## config.mk

```make
export PLATFORM = sky130hd
export DESIGN_NAME = four_track_sequencer_flat
export DESIGN_NICKNAME = d
export VERILOG_FILES = /design/src/rtl/piano_pkg.sv /design/src/rtl/four_track_sequencer_if.sv /design/src/rtl/tick_timer.sv /design/src/rtl/four_track_sequencer.sv /design/src/flat_wrapper.sv
export SDC_FILE = /design/constraint.sdc
export NUM_CORES = 1
export LEC_CHECK = 0
export CORE_AREA = 2 2 59 103
export DETAILED_ROUTE_END_ITERATION = 16
export DIE_AREA = 0 0 61 105
export GPL_ROUTABILITY_DRIVEN = 0
export GPL_TIMING_DRIVEN = 0
export PLACE_DENSITY = 0.75
export SLEW_MARGIN = 20
export SYNTH_ARGS = -nofsm -noshare
export SYNTH_HDL_FRONTEND = slang
export SYNTH_SLANG_ARGS = --single-unit
```

## constraint.sdc

```tcl
create_clock -name clk_128hz -period 2.1 [get_ports clk_128hz]
set_input_delay 0.315 -clock clk_128hz [delete_from_list [all_inputs] [get_ports clk_128hz]]
set_output_delay 0.315 -clock clk_128hz [all_outputs]
set_load 0.01 [all_outputs]
```

## src/rtl/piano_pkg.sv

```systemverilog
// Shared definitions for the piano score path: opcode values, event-word field
// positions, sequencer state encoding and the note width. The four-track player
// and the ROM generator import this too, so all three agree on one layout.
package piano_pkg;

    localparam int unsigned NOTE_W = 6;
    localparam int unsigned ARG_W  = 6;
    localparam int unsigned WORD_W = 16;

    // Event word: op[15:14] trk[13:12] note[11:6] arg[5:0]
    localparam int unsigned OP_MSB   = 15;
    localparam int unsigned OP_LSB   = 14;
    localparam int unsigned TRK_MSB  = 13;
    localparam int unsigned TRK_LSB  = 12;
    localparam int unsigned NOTE_MSB = 11;
    localparam int unsigned NOTE_LSB = 6;
    localparam int unsigned ARG_MSB  = 5;
    localparam int unsigned ARG_LSB  = 0;

    localparam logic [1:0] OP_SET  = 2'b00;
    localparam logic [1:0] OP_WAIT = 2'b01;
    localparam logic [1:0] OP_END  = 2'b10;
    localparam logic [1:0] OP_LOOP = 2'b11;

    typedef enum logic [1:0] {
        StIdle  = 2'd0,
        StFetch = 2'd1,
        StExec  = 2'd2,
        StWait  = 2'd3
    } state_t;

endpackage

```

## src/rtl/four_track_sequencer_if.sv

```systemverilog
// Song ROM bus between the sequencer and a synchronous ROM.
//   rom_addr : registered word address (sequencer -> ROM)
//   rom_data : event word, valid the cycle after rom_addr changes (ROM -> sequencer)
interface four_track_sequencer_if #(
    parameter int unsigned ADDR_W = 8
) ();
    import piano_pkg::*;

    logic [ADDR_W-1:0] rom_addr;
    logic [WORD_W-1:0] rom_data;

    modport master (output rom_addr, input rom_data);
    modport slave  (input rom_addr, output rom_data);

endinterface

```

## src/rtl/tick_timer.sv

```systemverilog
// Two-level down-counter timing WAIT events. The unit counter spans TICK_DIV
// clock cycles, the step counter counts how many extra units remain. A load of
// `steps` = arg gives (arg+1)*TICK_DIV cycles of `run` before expire is seen.
//   clk_128hz, reset : clock, asynchronous active-high reset
//   clear            : force both counters to zero (abort)
//   load, steps      : start a new interval of (steps+1) units
//   run              : count while high
//   expire           : high in the last cycle of the interval while running
module tick_timer #(
    parameter int unsigned TICK_DIV = 8
) (
    input  logic                         clk_128hz,
    input  logic                         reset,
    input  logic                         clear,
    input  logic                         load,
    input  logic [piano_pkg::ARG_W-1:0]  steps,
    input  logic                         run,
    output logic                         expire
);
    import piano_pkg::*;

    localparam int unsigned UNIT_W = (TICK_DIV > 1) ? $clog2(TICK_DIV) : 1;
    localparam logic [UNIT_W-1:0] UNIT_RELOAD = UNIT_W'(TICK_DIV - 1);

    logic [UNIT_W-1:0] unit_q;
    logic [ARG_W-1:0]  step_q;

    always_ff @(posedge clk_128hz or posedge reset) begin
        if (reset) begin
            unit_q <= '0;
            step_q <= '0;
        end else if (clear) begin
            unit_q <= '0;
            step_q <= '0;
        end else if (load) begin
            unit_q <= UNIT_RELOAD;
            step_q <= steps;
        end else if (run) begin
            if (unit_q != '0) begin
                unit_q <= unit_q - UNIT_W'(1);
            end else if (step_q != '0) begin
                // The reload edge itself consumes the unit's last cycle.
                step_q <= step_q - ARG_W'(1);
                unit_q <= UNIT_RELOAD;
            end
        end
    end

    assign expire = run && (unit_q == '0) && (step_q == '0);

endmodule

```

## src/rtl/four_track_sequencer.sv

```systemverilog
// Score-reading front end for the four-track player. Fetches packed event words
// from a synchronous song ROM, updates four note registers and times rests/holds
// in units of TICK_DIV clock cycles. One-shot or looping playback, abortable.
//   clk_128hz, reset          : clock, asynchronous active-high reset
//   start                     : begin playback at address 0 (honoured only when idle)
//   stop                      : abort playback, clears tracks, no done pulse
//   loop_en                   : LOOP restarts at 0 when set, ends playback when clear
//   rom                       : song ROM bus (registered address, 1-cycle read data)
//   track0..track3            : registered 6-bit note codes, 0 = rest
//   busy                      : high whenever not idle
//   done                      : one-cycle pulse when playback ends via END/LOOP
module four_track_sequencer #(
    parameter int unsigned ADDR_W   = 8,
    parameter int unsigned TICK_DIV = 8
) (
    input  logic                          clk_128hz,
    input  logic                          reset,
    input  logic                          start,
    input  logic                          stop,
    input  logic                          loop_en,
    four_track_sequencer_if.master        rom,
    output logic [piano_pkg::NOTE_W-1:0]  track0,
    output logic [piano_pkg::NOTE_W-1:0]  track1,
    output logic [piano_pkg::NOTE_W-1:0]  track2,
    output logic [piano_pkg::NOTE_W-1:0]  track3,
    output logic                          busy,
    output logic                          done
);
    import piano_pkg::*;

    state_t              state_q;
    logic [ADDR_W-1:0]   rom_addr_q;
    logic [NOTE_W-1:0]   track_q [4];
    logic                done_q;

    logic [1:0]          op;
    logic [1:0]          trk;
    logic [NOTE_W-1:0]   note;
    logic [ARG_W-1:0]    arg;
    logic                abort;
    logic                timer_load;
    logic                timer_run;
    logic                timer_expire;

    assign op   = rom.rom_data[OP_MSB:OP_LSB];
    assign trk  = rom.rom_data[TRK_MSB:TRK_LSB];
    assign note = rom.rom_data[NOTE_MSB:NOTE_LSB];
    assign arg  = rom.rom_data[ARG_MSB:ARG_LSB];

    assign abort      = stop && (state_q != StIdle);
    assign timer_load = (state_q == StExec) && (op == OP_WAIT) && !stop;
    assign timer_run  = (state_q == StWait);

    tick_timer #(
        .TICK_DIV (TICK_DIV)
    ) u_tick_timer (
        .clk_128hz (clk_128hz),
        .reset     (reset),
        .clear     (abort),
        .load      (timer_load),
        .steps     (arg),
        .run       (timer_run),
        .expire    (timer_expire)
    );

    always_ff @(posedge clk_128hz or posedge reset) begin
        if (reset) begin
            state_q    <= StIdle;
            rom_addr_q <= '0;
            done_q     <= 1'b0;
            for (int i = 0; i < 4; i++) track_q[i] <= '0;
        end else begin
            done_q <= 1'b0;
            if (abort) begin
                state_q    <= StIdle;
                rom_addr_q <= '0;
                for (int i = 0; i < 4; i++) track_q[i] <= '0;
            end else begin
                unique case (state_q)
                    StIdle: begin
                        if (start && !stop) begin
                            state_q    <= StFetch;
                            rom_addr_q <= '0;
                        end
                    end
                    // Absorbs the ROM read latency; data is valid in StExec.
                    StFetch: state_q <= StExec;
                    StExec: begin
                        if (op == OP_SET) begin
                            track_q[trk] <= note;
                            rom_addr_q   <= rom_addr_q + ADDR_W'(1);
                            state_q      <= StFetch;
                        end else if (op == OP_WAIT) begin
                            rom_addr_q <= rom_addr_q + ADDR_W'(1);
                            state_q    <= StWait;
                        end else if (op == OP_LOOP && loop_en) begin
                            rom_addr_q <= '0;
                            state_q    <= StFetch;
                        end else begin
                            // END, or LOOP with looping disabled; address is kept.
                            for (int i = 0; i < 4; i++) track_q[i] <= '0;
                            done_q  <= 1'b1;
                            state_q <= StIdle;
                        end
                    end
                    StWait: begin
                        if (timer_expire) state_q <= StFetch;
                    end
                    default: state_q <= StIdle;
                endcase
            end
        end
    end

    assign rom.rom_addr = rom_addr_q;
    assign track0       = track_q[0];
    assign track1       = track_q[1];
    assign track2       = track_q[2];
    assign track3       = track_q[3];
    assign busy         = (state_q != StIdle);
    assign done         = done_q;

endmodule
```

## src/flat_wrapper.sv

```systemverilog
// flat-port wrapper written by rule: the top's interface ports become plain ports
module four_track_sequencer_flat import piano_pkg::*;
#(
    parameter int unsigned ADDR_W   = 8,
    parameter int unsigned TICK_DIV = 8
)
  (clk_128hz, reset, start, stop, loop_en, track0, track1, track2, track3, busy, done, rom_rom_addr, rom_rom_data);
  four_track_sequencer_if #(.ADDR_W(ADDR_W)) rom_i ();
  input  logic clk_128hz;
  input  logic reset;
  input  logic start;
  input  logic stop;
  input  logic loop_en;
  output logic [piano_pkg::NOTE_W-1:0] track0;
  output logic [piano_pkg::NOTE_W-1:0] track1;
  output logic [piano_pkg::NOTE_W-1:0] track2;
  output logic [piano_pkg::NOTE_W-1:0] track3;
  output logic busy;
  output logic done;
  output wire logic [$bits(rom_i.rom_addr)-1:0] rom_rom_addr;
  input wire logic [$bits(rom_i.rom_data)-1:0] rom_rom_data;
  assign rom_rom_addr = rom_i.rom_addr;
  assign rom_i.rom_data = rom_rom_data;
  four_track_sequencer #(.ADDR_W(ADDR_W), .TICK_DIV(TICK_DIV)) u_core (.clk_128hz(clk_128hz), .reset(reset), .start(start), .stop(stop), .loop_en(loop_en), .rom(rom_i), .track0(track0), .track1(track1), .track2(track2), .track3(track3), .busy(busy), .done(done));
endmodule
```

After elaboration in Yosys (flattened, before gate mapping)
Index checks and enable logic that the tools add are counted.
Widths: inputs -> output; s select.
- flip-flop bits (word level): 44
- bits of input ports: 21
- output and inout bits: 34
- logic and storage cells: 88
- $add $sub $neg: 3
- $lt $le $gt $ge: 2
- eq/ne operators: 11
- muxes and demuxes: 36
- bitwise operators: 1
- reduce and logical (&&, ||, !) cells: 26
- operators with widths (operator ; count):
    $mux 24 ; 5
    $mux 8 ; 5
    $mux 6 ; 6
    $bwmux 24 ; 1
    $pmux 8 s2 ; 1
    $mux 3 ; 5
    $ne 3x1->1 const B ; 5
    $demux 6 s2 ; 1
    $reduce_bool 3->1 ; 4
    $mux 2 ; 5
    $reduce_and 3->1 ; 3
    $add 8x1->8 const B ; 1
    $logic_and 1x1->1 ; 8
    $pmux 2 s4 ; 1
    $eq 2x2->1 const B ; 3
    $logic_not 6->1 ; 1
    $mux 1 ; 6
    $reduce_bool 6->1 ; 1
    $sub 6x1->6 const B ; 1
    $ne 5x4->1 const B ; 1
    $eq 2x1->1 const B ; 2
    $logic_not 2->1 ; 2
    $reduce_and 2->1 ; 2
    $reduce_bool 2->1 ; 2
    7 further kinds ; 7

Logic depth before layout (Yosys ltp)
- depth in word-level cells: 9
- depth in mapped cells: 8
- mapped depth without buffers: 6

Hierarchy
From an unflattened synthesis, not the netlist that was laid out.
- cell total of the unflattened synthesis: 217
- area, all modules: 2367.3 um2
- by module, submodules not included (module ; instances ; cells an instance ; area each (um2) ; sequential area each (um2)):
    four_track_sequencer ; 1 ; 144 ; 1732.9 ; 875.8
    tick_timer ; 1 ; 73 ; 634.4 ; 225.2

Least setup slack after synthesis
OpenSTA, ideal clock, no wires.
- path type: register to register
- start: reg u_core.state_q[0]
- end: reg u_core.rom_addr_q[1], in the netlist u_core.rom.rom_addr[1]
- arrival time: 1582 ps
- required time: 1972 ps
- slack: 391 ps
- stages on the path, launching flop included: 7
- period minus slack after synthesis: 1709 ps
- path through: dfrtp_1 -> inv_1 -> ha_1 -> nor2b_1 -> a21oi_4 -> o21a_1 -> mux2_1
- word-level cells in the longest chain between the ends: 4
- elaborated cells between the ends (all ways): 10
- those cells by class: eq/ne: 3; mux: 2; reduce/logical: 5
- ends and longest elaborated chain (element ; RTL line ; source):
    from (decl) ; four_track_sequencer.sv:31 ; state_t state_q;
    from (signal assigned) ; four_track_sequencer.sv:68 ; state_q <= StIdle;
    from (signal assigned) ; four_track_sequencer.sv:75 ; state_q <= StIdle;
    from (signal assigned) ; four_track_sequencer.sv:82 ; state_q <= StFetch;
    $reduce_bool 2->1 ; four_track_sequencer.sv:50 ; assign abort = stop && (state_q != StIdle);
    $logic_and 1x1->1 ; four_track_sequencer.sv:50 ;
    $ne 5x4->1 (no source line), or another cell as far along ; - ;
    $reduce_and 3->1 (no source line) ; - ;
    to (signal assigned) ; four_track_sequencer.sv:91 ; rom_addr_q <= rom_addr_q + ADDR_W'(1);
    to (signal assigned) ; four_track_sequencer.sv:94 ; rom_addr_q <= rom_addr_q + ADDR_W'(1);
    to (decl) ; four_track_sequencer.sv:32 ; logic [ADDR_W-1:0] rom_addr_q;
Parallel ways exist; a longest one is shown, timed or not.
A chain may end at the register's enable or synchronous reset.

Worst setup path in the final report
- start: reg u_core.state_q[0]
- end: out busy
- word-level cells in the longest chain between the ends: 1
- ends and longest elaborated chain (element ; RTL line ; source):
    $reduce_bool 2->1 ; four_track_sequencer.sv:120 ; assign busy = (state_q != StIdle);
    to (decl) ; flat_wrapper.sv:18 ; output logic busy;
No other way between the ends.

==> flow_summary.yaml <==
drt:
  wl_per_cell_um: 15.27
  vias: 2042
  first_pass_iters: 5
  drc: 0
  totalWireLength_mm: 5.712
  initialDrtViolationCount: 65
  viasPerCell: 5.460
  antenna_left: 0
setup_path:
  crit_top_cell: "inv_1"
  path_max_fanout: 6
  worstPathCellList: "inv_1, ha_2, inv_1, clkdlybuf4s50_1"
  reg2reg_slack_ps: 170
  max_stage_delay_ps: 520
  worstReg2RegStart: "u_core.state_q[0]$_DFFE_PP0P_"
  arrival_ps: 1650
  cpLargestDelayFamily: "buffers and inverters"
  regToRegEndpoint: "u_core.track3[1]$_DFFE_PP0P_"
  cp_slowest_cell: "clkdlybuf4s50_1"
  critPathKind: "reg -> out"
  r2r_cells: 8
  cp-start-kind: "flop"
  crit_required_ps: 1780
  end_kind: "output pin"
  crit_buf_inv: 3
floorplanning:
  dieWidth_um: 61
  ioPinCount: 55
  core_area_sq_mm: 0.005540
  die_h_um: 105
  rows: 36
  initial_utilization: 0.4318
  die_area_sq_mm: 0.006405
grt:
  grt_pass1_vias: 1995
  grt_max_degree: 24
  antenna_found_initial: 0
  track_usage: 0.1904
  overflow: 0
  grt_first_pass_wirelength_mm: 9.280
sta:
  clock_skew_ps: 5.821
  slew_viol_final: 0
  fmax_mhz: 508.0
  setup_slack_ps: 131.4
  period_minus_slack_ps: 1969
  fin_setup_tns_ps: 0
  worst_pin_slew_ps: 541.9
  final-setup-viol-count: 0
  hold_viol_final: 0
  fin_crit_sh: 0.9374
  holdWs_ps: 374.5
  rsz0062_at_grt: "false"
  relSlewSlack: 0.6382
clock_network:
  clk_path_buf_depth: 2
  cts_tree: "yes"
  cts.clk_slew.worst_paths_ps: 80
  htreeDepth: 2
  root_buffer: "clkbuf_8"
  cts_sinks: 44
  cts_buffers: 5
  clk_latency_ps: 300
  post_cts_buffers: 0
power_and_ir_drop:
  switching_share: 0.3835
  p_int_mw: 2.133
  power.switching_mw: 1.327
  leakage_nw: 1.326
  clockPowerShare: 0.220
  comb_power_share: 0.451
  pwr-share-seq: 0.329
  total_power_mw: 3.460
  powerDensity_mw_per_mm2: 1083
  vdd_drop_max_mv: 0.5142
logic_synthesis:
  syn_inst: 237
  synth-edff-count: 0
  synthArstFlopShare: 1.000
  ys_seq_area_frac: 0.4603
  synth_seq_cells: 44
  synth_area_sq_mm: 0.002392
  synth_cell_types: 47
  syn_nets: 267
  avgSynthCellArea_sq_um: 10.09
  ys.flop_type: "dfrtp_1"
  yosys_warnings: 0
placement:
  io_buffers: 53
  place_ws_ps: -163.2
  dp_hpwl_mm: 4.410
cells_and_area:
  antennaDiodeCount: 0
  final_common_cell: "clkdlybuf4s50_1"
  final_layout_size_suffix_gt1_frac: 0.1309
  final_nets: 328
  area_delta_synth_final_pct: 33.52
  layout_common_cells: "clkdlybuf4s50_1 (53), dfrtp_1 (44), nand2_1 (35)"
  fillCellCount: 494
worst_hold_path:
  hp-class: "in -> async"
run:
  max_cap_violations: 0
status:
  status: "complete, no violations"
[flip-flops by register name, summed over array words and instances, names as in the netlist]
register and flops:
u_core.track0 6, u_core.done 1, u_core.track1 6, u_core.track3 6
u_core.state_q 2, u_core.rom.rom_addr 8, u_core.track2 6, u_core.u_tick_timer.unit_q 3
u_core.u_tick_timer.step_q 6
[synth_stat cells (all sizes together) (4+ instances only)]
cell type / number / area, sq um
nor2b: 8 / 50.05
dfrtp: 44 / 1101
nand2b: 4 / 25.02
nand2: 35 / 131.4
and3: 6 / 37.54
nor3: 6 / 30.03
nand3: 6 / 30.03
o21ai: 12 / 63.81
a21oi: 7 / 53.81
nand3b: 4 / 30.03
inv: 11 / 41.29
buf: 7 / 35.03
ha: 9 / 112.6
nor2: 7 / 26.28
o31ai: 30 / 259.0
[area by class of cell]
class / count / area [sq um] / area share
Clock buffer: 5 / 68.82 / 0.02154
Clock inverter: 2 / 60.06 / 0.01880
Tap cell: 76 / 95.09 / 0.02977
Buffer: 9 / 45.04 / 0.01410
Inverter: 11 / 41.29 / 0.01293
Sequential cell: 44 / 1101 / 0.3447
Timing Repair Buffer: 54 / 558.0 / 0.1747
Multi-Input combinational cell: 173 / 1225 / 0.3835
[worst max-delay path by stage]
stage	startpoint	endpoint	slack [ps]	cells after the start
2_1_floorplan	u_core.state_q[0]$_DFFE_PP0P_	u_core.rom.rom_addr[1]$_DFFE_PP0P_	390	6
3_3_place_gp	reset	u_core.rom.rom_addr[3]$_DFFE_PP0P_	-140	2
3_5_place_dp	u_core.state_q[0]$_DFFE_PP0P_	u_core.track3[1]$_DFFE_PP0P_	-160	6
4_1_cts	u_core.state_q[0]$_DFFE_PP0P_	u_core.track3[1]$_DFFE_PP0P_	0.4	6
5_1_grt	u_core.state_q[0]$_DFFE_PP0P_	u_core.track3[3]$_DFFE_PP0P_	10	8
6_report	u_core.state_q[0]$_DFFE_PP0P_	busy	130	4
[layer usage]
metal	global-route usage	routed length [um]
met5	0	0
met4	0.08696	114
met3	0.02599	192
met2	0.3441	3250
met1	0.2057	2154
[stage by stage]
step           cells    util  area (sq um)
2_1_floorplan    237       -          2392
3_5_place_dp     367  0.5497          3045
4_1_cts          374  0.5732          3176
6_report         374  0.5766          3194
3_3_place_gp     366  0.5447          3018
5_1_grt          374  0.5766          3194
[logic make-up (layout without fill, tap and decap cells)]
group | count (synthesis) | after routing | share of synthesized area
compound gates | 72 | 72 | 0.2427
xor+xnor | 2 | 2 | 0.007324
fa+ha+maj | 9 | 9 | 0.04707
buf+inv | 20 | 81 | 0.03504
flops | 44 | 44 | 0.4603
mux | 5 | 5 | 0.02406
simple gates | 85 | 85 | 0.1836
[repair_timing]
action | 4_1_cts | 5_1_grt
hold buffers | 0 | 0
endpoints found under the setup margin | 12 | 33
resized for setup | 1 | 7
[power groups by stage]
| stage | Sequential (mW) | Clock [mW] | Combinational [mW] |
|---|---|---|---|
| after floorplan | 1.15 | 0 | 1.05 |
| after global placement | 1.14 | 0 | 1.49 |
| after detailed placement | 1.15 | 0 | 1.55 |
| after CTS | 1.14 | 0.771 | 1.56 |
| after global routing | 1.16 | 0.808 | 1.72 |
| final | 1.14 | 0.761 | 1.56 |
No activity file was read; power rests on OpenSTA's default activity.
